$ cat src/rtl/pc_sequencer_defs.sv
// Shared opcode, state and width constants for the PC sequencer
// and the decode/link-write logic around it.
package pc_sequencer_defs;

  localparam int PC_WIDTH_DEF = 12;

  localparam logic [5:0] OP_HALT = 6'b010011;
  localparam logic [5:0] OP_JUMP = 6'b010100;
  localparam logic [5:0] OP_BRZ  = 6'b010101;
  localparam logic [5:0] OP_BRNZ = 6'b010110;
  localparam logic [5:0] OP_CALL = 6'b010111;
  localparam logic [5:0] OP_RET  = 6'b011000;

  localparam logic [0:0] RUN    = 1'b0;
  localparam logic [0:0] HALTED = 1'b1;

endpackage

$ cat src/rtl/return_stack.sv
// LIFO of return addresses; pointer counts 0..DEPTH.
// Push on full and pop on empty are ignored here.
module return_stack #(
  parameter int DEPTH = 4,
  parameter int WIDTH = 12
) (
  input  logic             clock,
  input  logic             clear,
  input  logic             push,
  input  logic             pop,
  input  logic [WIDTH-1:0] push_data,
  output logic [WIDTH-1:0] pop_data,
  output logic             empty,
  output logic             full
);

  localparam int PW = $clog2(DEPTH + 1);
  localparam int IW = $clog2(DEPTH);

  logic [WIDTH-1:0] mem [DEPTH];
  logic [PW-1:0]    ptr;
  logic [PW-1:0]    top_ptr;

  assign top_ptr  = ptr - PW'(1);
  assign pop_data = mem[top_ptr[IW-1:0]];
  assign empty    = (ptr == '0);
  assign full     = (ptr == PW'(DEPTH));

  always_ff @(posedge clock) begin
    if (clear) begin
      ptr <= '0;
    end else if (push && !full) begin
      mem[ptr[IW-1:0]] <= push_data;
      ptr              <= ptr + PW'(1);
    end else if (pop && !empty) begin
      ptr <= top_ptr;
    end
  end

endmodule

$ cat src/rtl/pc_sequencer.sv
// Program counter owner: next-PC mux, RUN/HALTED FSM,
// return-address stack and sticky stack error flags.
module pc_sequencer
  import pc_sequencer_defs::*;
#(
  parameter int PC_WIDTH    = PC_WIDTH_DEF,
  parameter int STACK_DEPTH = 4
) (
  input  logic                clock,
  input  logic                reset,
  input  logic                stall,
  input  logic [5:0]          operation,
  input  logic                condition_zero,
  input  logic [PC_WIDTH-1:0] jump_target,
  input  logic                resume,
  output logic [PC_WIDTH-1:0] program_counter,
  output logic [PC_WIDTH-1:0] link_address,
  output logic                halted,
  output logic                stack_overflow,
  output logic                stack_underflow
);

  logic [0:0]          state;
  logic [0:0]          state_next;
  logic [PC_WIDTH-1:0] pc;
  logic [PC_WIDTH-1:0] pc_next;
  logic [PC_WIDTH-1:0] pc_inc;
  logic [PC_WIDTH-1:0] pop_data;
  logic                push;
  logic                pop;
  logic                empty;
  logic                full;
  logic                set_ovf;
  logic                set_unf;

  logic is_halt;
  logic is_jump;
  logic is_brz;
  logic is_brnz;
  logic is_call;
  logic is_ret;

  assign is_halt = (operation == OP_HALT);
  assign is_jump = (operation == OP_JUMP);
  assign is_brz  = (operation == OP_BRZ);
  assign is_brnz = (operation == OP_BRNZ);
  assign is_call = (operation == OP_CALL);
  assign is_ret  = (operation == OP_RET);

  assign pc_inc          = pc + PC_WIDTH'(1);
  assign program_counter = pc;
  assign link_address    = pc_inc;
  assign halted          = (state == HALTED);

  return_stack #(
    .DEPTH (STACK_DEPTH),
    .WIDTH (PC_WIDTH)
  ) u_stack (
    .clock     (clock),
    .clear     (reset),
    .push      (push),
    .pop       (pop),
    .push_data (pc_inc),
    .pop_data  (pop_data),
    .empty     (empty),
    .full      (full)
  );

  always_comb begin
    pc_next    = pc;
    state_next = state;
    push       = 1'b0;
    pop        = 1'b0;
    set_ovf    = 1'b0;
    set_unf    = 1'b0;
    if (!stall) begin
      if (state == HALTED) begin
        if (resume) begin
          pc_next    = pc_inc;
          state_next = RUN;
        end
      end else begin
        unique case (1'b1)
          is_halt: state_next = HALTED;
          is_jump: pc_next = jump_target;
          is_brz: begin
            pc_next = condition_zero ? jump_target : pc_inc;
          end
          is_brnz: begin
            pc_next = condition_zero ? pc_inc : jump_target;
          end
          is_call: begin
            // jump is taken even when the push is dropped
            pc_next = jump_target;
            push    = !full;
            set_ovf = full;
          end
          is_ret: begin
            if (empty) begin
              pc_next = pc_inc;
              set_unf = 1'b1;
            end else begin
              pc_next = pop_data;
              pop     = 1'b1;
            end
          end
          default: pc_next = pc_inc;
        endcase
      end
    end
  end

  always_ff @(posedge clock) begin
    if (reset) begin
      pc              <= '0;
      state           <= RUN;
      stack_overflow  <= 1'b0;
      stack_underflow <= 1'b0;
    end else begin
      pc              <= pc_next;
      state           <= state_next;
      stack_overflow  <= stack_overflow | set_ovf;
      stack_underflow <= stack_underflow | set_unf;
    end
  end

endmodule

$ cat config.mk
export PLATFORM = sky130hd
export DESIGN_NAME = pc_sequencer
export DESIGN_NICKNAME = d
export VERILOG_FILES = /design/src/rtl/pc_sequencer_defs.sv /design/src/rtl/return_stack.sv /design/src/rtl/pc_sequencer.sv
export SDC_FILE = /design/constraint.sdc
export NUM_CORES = 1
export LEC_CHECK = 0
export BUFFER_PORTS_ARGS = -buffer_cell sky130_fd_sc_hd__buf_2
export CORE_MARGIN = 5
export CORE_UTILIZATION = 40
export DETAILED_ROUTE_END_ITERATION = 16
export PLACE_DENSITY = 0.67
export SLEW_MARGIN = 20
export SYNTH_ARGS = -nofsm -noshare
export SYNTH_HDL_FRONTEND = slang
export SYNTH_SLANG_ARGS = --single-unit
export TNS_END_PERCENT = 100
$ cat constraint.sdc
create_clock -name clock -period 3 [get_ports clock]
set_input_delay 0.6 -clock clock [delete_from_list [all_inputs] [get_ports clock]]
set_output_delay 0.6 -clock clock [all_outputs]
set_load 0.05 [all_outputs]
* Yosys cells after proc, flatten, opt, wreduce, memory -nomap -nowiden
Memory sizes are Yosys's and may differ from the RTL's.
Cells that the tools add are included.
** Storage, ports and cells
- Register bits :: 18
- Bits in latches :: 0
- RAM bits :: 48
- Bits in read-only memories :: 0
- Input bits :: 23
- Output and inout bits :: 27
- Word-level logic and storage cells :: 57
- Memories kept :: 1
** Memory list
- u_stack.mem :: depth 4, bits a word 12, rd ports 1, clocked after memory_dff 0, write ports 1, line return_stack.sv:20 : logic [WIDTH-1:0] mem [DEPTH];
** Operators by class
- Add/subtract/negate cells :: 3
- Multiply operators :: 0
- Divide/modulo/power cells :: 0
- $lt $le $gt $ge :: 0
- Eq/ne operators :: 9
- Shift operators :: 0
- Multiplexer cells :: 28
- Bitwise operators :: 3
- Reductions and logical operators :: 8
** Operators by type and width (number)
- two-way mux 12 bit :: 5
- one-hot mux 12 bit (5 select lines) :: 1
- equality test 6 x 5 -> 1 bit (second input constant) :: 6
- two-way mux 1 bit :: 20
- adder 12 x 1 -> 12 bit (second input constant) :: 1
- two-way mux 3 bit :: 2
- inequality test 2 bit (second input constant) :: 2
- adder 3 x 1 -> 3 bit (second input constant) :: 1
- equality test 3 bit (second input constant) :: 1
- logical NOT 3 bit :: 1
- AND reduction 3 bit :: 1
- subtractor 3 x 1 -> 3 bit (second input constant) :: 1
- logical AND 1 bit :: 2
- logical NOT 1 bit :: 2
- bitwise OR 1 bit :: 2
- nonzero test 2 bit :: 1
- OR reduction 2 bit :: 1
- NOT 1 bit :: 1

* Longest topological paths before layout
- Word-level depth :: 9
- Mapped depth :: 10

* Hierarchy
From an unflattened synthesis, not the netlist that was laid out.
** Unflattened totals
- Cells, all modules :: 220
- Area, all modules :: 3054.2 µm²
** Modules (own cells, without submodules)
- return_stack :: times used 1, cells each 96, area each 2019.4 µm², sequential area each 1501.4 µm²
- pc_sequencer :: times used 1, cells each 124, area each 1034.7 µm², sequential area each 300.3 µm²

* Least setup slack after synthesis
No wires, ideal clock.
- Path kind :: register to output
- From :: reg pc[2] (netlist: program_counter[2])
- To :: out link_address[9]
- Arrival time :: 2335 ps
- Slack :: 65 ps
- Stages on the path, launching flop included :: 4
- Buffers on the path :: 0
- Cell sequence :: dfxtp_1 nand4_1 or3_1 xnor2_1
** Between the ends
- Longest elaborated chain between the ends :: 1
** Ends and longest elaborated chain
- start, declared :: line pc_sequencer.sv:25 : logic [PC_WIDTH-1:0] pc;
- start signal, assigned :: line pc_sequencer.sv:120 : pc <= pc_next;
- adder 12 x 1 -> 12 bit :: line pc_sequencer.sv:50 : assign pc_inc = pc + PC_WIDTH'(1);
- end, declared :: line pc_sequencer.sv:17 : output logic [PC_WIDTH-1:0] link_address,
No other way between the ends.

* Worst setup path after layout
- From :: reg pc[0] (netlist: program_counter[0])
- To :: out link_address[10]
The elaborated chain is that of the path after synthesis.

==> out/metrics.yaml <==
critical_path:
  cp-start-kind: "register"
  cp_slowest_stage_delay_ps: 490
  critPathMaxFanout: 8
  critPathCaptureType: "output port"
  cp.arrival_ps: 2180
  r2r_end: "program_counter[2]$_SDFFE_PP0P_"
  worst-r2r-setup-slack_ps: 720
  path_class: "reg -> out"
  rr_worst_depth: 7
  worstPathRequired_ps: 2400
  slowest_stage: "dfxtp_1"
  path_cells: "ha_2, inv_1, nor3_2, xnor2_1, clkbuf_4"
  r2r-start: "u_stack.ptr[1]$_SDFFE_PP0P_"
cts:
  cts_tree: "done"
  cts_root_buffer: "clkbuf_8"
  htree_levels: 3
  path_clk_slew_ps: 80
  clockBufferDepth: 2
  cts_buffers: 9
  cts_sinks: 66
  post_cts_buffers: 0
  worstSkewPairLatency_ps: 350
die:
  initial_utilization_pct: 41.6
  ios: 50
  die_w_um: 100
  die_h_um: 100
  die_area_mm2: 0.0100
  coreArea_mm2: 0.00781
  fp-row-count: 32
timing:
  setup_violations: 0
  clock.fmax_mhz: 360
  fin_setup_tns_ps: 0
  worst_pin_slew_ps: 558
  hold_viol_final: 0
  min_period_over_period_pct: 92.7
  slew_violations: 0
  fin_hold_ws_ps: 467
  fin_ws_ps: 220
  grt_setup_unrepaired: "no"
  fin_crit_ps: 2780
  clock_skew_ps: 8.29
  slew_headroom_pct: 62.7
cells_and_area:
  finalNetCount: 345
  n_fill_cell: 729
  n_antenna_cell: 0
  syn_to_final_growth_pct: 20.1
  drive_gt1_share_pct: 31.8
placed_design:
  numPortBuffers: 49
  gp_routability_congestion: 0.880
  place_hpwl_mm: 5.81
  preCtsSetupSlack_ps: 400
routing:
  drt-total-wl_mm: 8.18
  ant_nets: 0
  drc: 0
  num_vias: 2479
  wl_per_cell_um: 19.3
  firstDrtPassIters: 5
  drt_iter0_drc: 287
  routed_via_density: 5.86
power:
  irDropWorstVdd_v: 0.000322
  power_density_mw_per_mm2: 545
  p_leak_nw: 1.39
yosys:
  synth.most_common_cell: "edfxtp_1"
  synth_seq_cells: 66
  ys_warn_count: 0
  synth_ff_type: "edfxtp_1"
  synth_nets: 281
  synth_top_cell_area_share_pct: 44.4
  ys_top_cells_by_count: "edfxtp_1, nor2_1, dfxtp_1"
  synth_edf_count: 48
  synth_cell_types: 56
  netlist_top_cells_area: "edfxtp_1, dfxtp_1, mux4_2, a22o_1, nor2_1"
  synth_seq_area_share_pct: 55.5
  syn_avg_cell_area_um2: 12.9
  netlist_area_mm2: 0.00325
  yosysTopAreaCell: "edfxtp_1"
  ys_async_sr_fraction_pct: 0
  synthCells: 252
run_status:
  status: "finished clean"
grt:
  use_met3_pct: 4.24
  grt_max_degree: 21
  grt_pass1_wl_mm: 12.7
  grt_pass1_vias: 2288
  use_met2_pct: 24.8
  antenna_found_initial: 0
  gr-total-overflow: 0
  grt_use_total_pct: 16.8
  grt.busiest_layer: "met2"
  grt_use_met1_pct: 24.5
worst_hold_path:
  min_path_cells: 2
  hold_end: "stack_underflow$_SDFF_PP0_"
  hold_path_class: "reg -> reg"
  hp-start: "stack_underflow$_SDFF_PP0_"
job:
  cap_violations: 0
==> stage by stage <==
step	util (%)	power (mW)	instance area, um2	cells
after floorplan	-	1.26	3250	252
after global placement	47.0	1.36	3670	407
after detailed placement	47.0	1.36	3670	407
after CTS	49.8	2.14	3890	423
after global routing	50.0	2.21	3900	423
final	50.0	2.12	3900	423
==> power breakdown <==
group / total [mW] / internal (mW) / switching, mW
clock network: 0.780 / 0.431 / 0.349
logic: 0.317 / 0.0998 / 0.217
registers: 1.03 / 0.999 / 0.0285
==> layout by cell type, fill, tap and decap left out, drive strengths merged, types with 2 or more instances in the layout <==
cell type | netlist | routed
buf | 6 | 62
edfxtp | 48 | 48
nor2 | 21 | 21
dfxtp | 18 | 18
mux4 | 12 | 12
clkbuf | 4 | 12
a22o | 11 | 11
nand2 | 10 | 10
xnor2 | 9 | 9
nand4 | 8 | 8
nor3 | 8 | 8
nand3 | 7 | 7
o21ai | 7 | 7
inv | 6 | 6
ha | 6 | 6
and2 | 6 | 6
a21oi | 5 | 5
a221oi | 5 | 5
o211ai | 5 | 5
nor2b | 4 | 4
and3 | 4 | 4
a311oi | 4 | 4
nand2b | 3 | 3
a32oi | 3 | 3
a31oi | 3 | 3
xor2 | 2 | 2
or3 | 2 | 2
nand4b | 2 | 2
a22oi | 2 | 2
a211oi | 2 | 2
clkinvlp | 0 | 2
clkinv | 0 | 2
==> how the worst max path moves through the flow <==
stage | start | to | slack (ps) | cells past startpoint
global placement | program_counter[0]$_SDFFE_PP0P_ | link_address[10] | 460 | 5
floorplan | program_counter[2]$_SDFFE_PP0P_ | link_address[9] | 60 | 3
global route | program_counter[0]$_SDFFE_PP0P_ | link_address[10] | 60 | 5
detailed placement | program_counter[0]$_SDFFE_PP0P_ | link_address[10] | 400 | 5
CTS | program_counter[2]$_SDFFE_PP0P_ | link_address[9] | 110 | 4
finish | program_counter[0]$_SDFFE_PP0P_ | link_address[10] | 220 | 5
==> registers in the layout, summed over array words and instances (netlist names) <==
signal	count
stack_overflow	1
program_counter	12
u_stack.ptr	3
halted	1
u_stack.mem	48
stack_underflow	1
==> kinds of logic (layout without fill, tap and decap cells) <==
kind of cell    Yosys count  in the layout  share of synthesized area (%)
buf+inv                  16             85                           2.43
fa+ha+maj                 6              6                           2.31
simple gates             84             84                           14.9
compound gates           57             57                           13.6
flops                    66             66                           55.5
xor+xnor                 11             11                           2.97
mux                      12             12                           8.32
==> critical path, delay by kind of cell, from the launching register on <==
family	cells	cell delay, ps
DFF	1	490
buffers and inverters	2	400
and+or+nand+nor	1	340
adders and majority gates	1	320
xor gates and xnor gates	1	270
==> repair_timing <==
item / 4_1_cts / 5_1_grt
gates resized for setup: 1 / 3
setup endpoints to repair: 1 / 2
hold buffers: 0 / 0
==> routing by layer <==
metal	up-vias	routed length (um)	part of all wire, %
li1	1135	-	-
met1	1258	3700	45
met2	79	3800	46
met3	7	593	7.3
met4	0	85	1.0
met5	-	0	0
==> final cells by class <==
type                    count  area, um2  share of cell area, %
clock buffers              11        151                   3.88
clock inverters             5       62.6                   1.60
inverters                   6       22.5                  0.577
multi-input cells         170       1380                   35.4
flip-flops and latches     66       1800                   46.2
well taps                 102        128                   3.27
repair buffers             63        353                   9.05
Note: power is estimated with default switching activity, not from simulation.
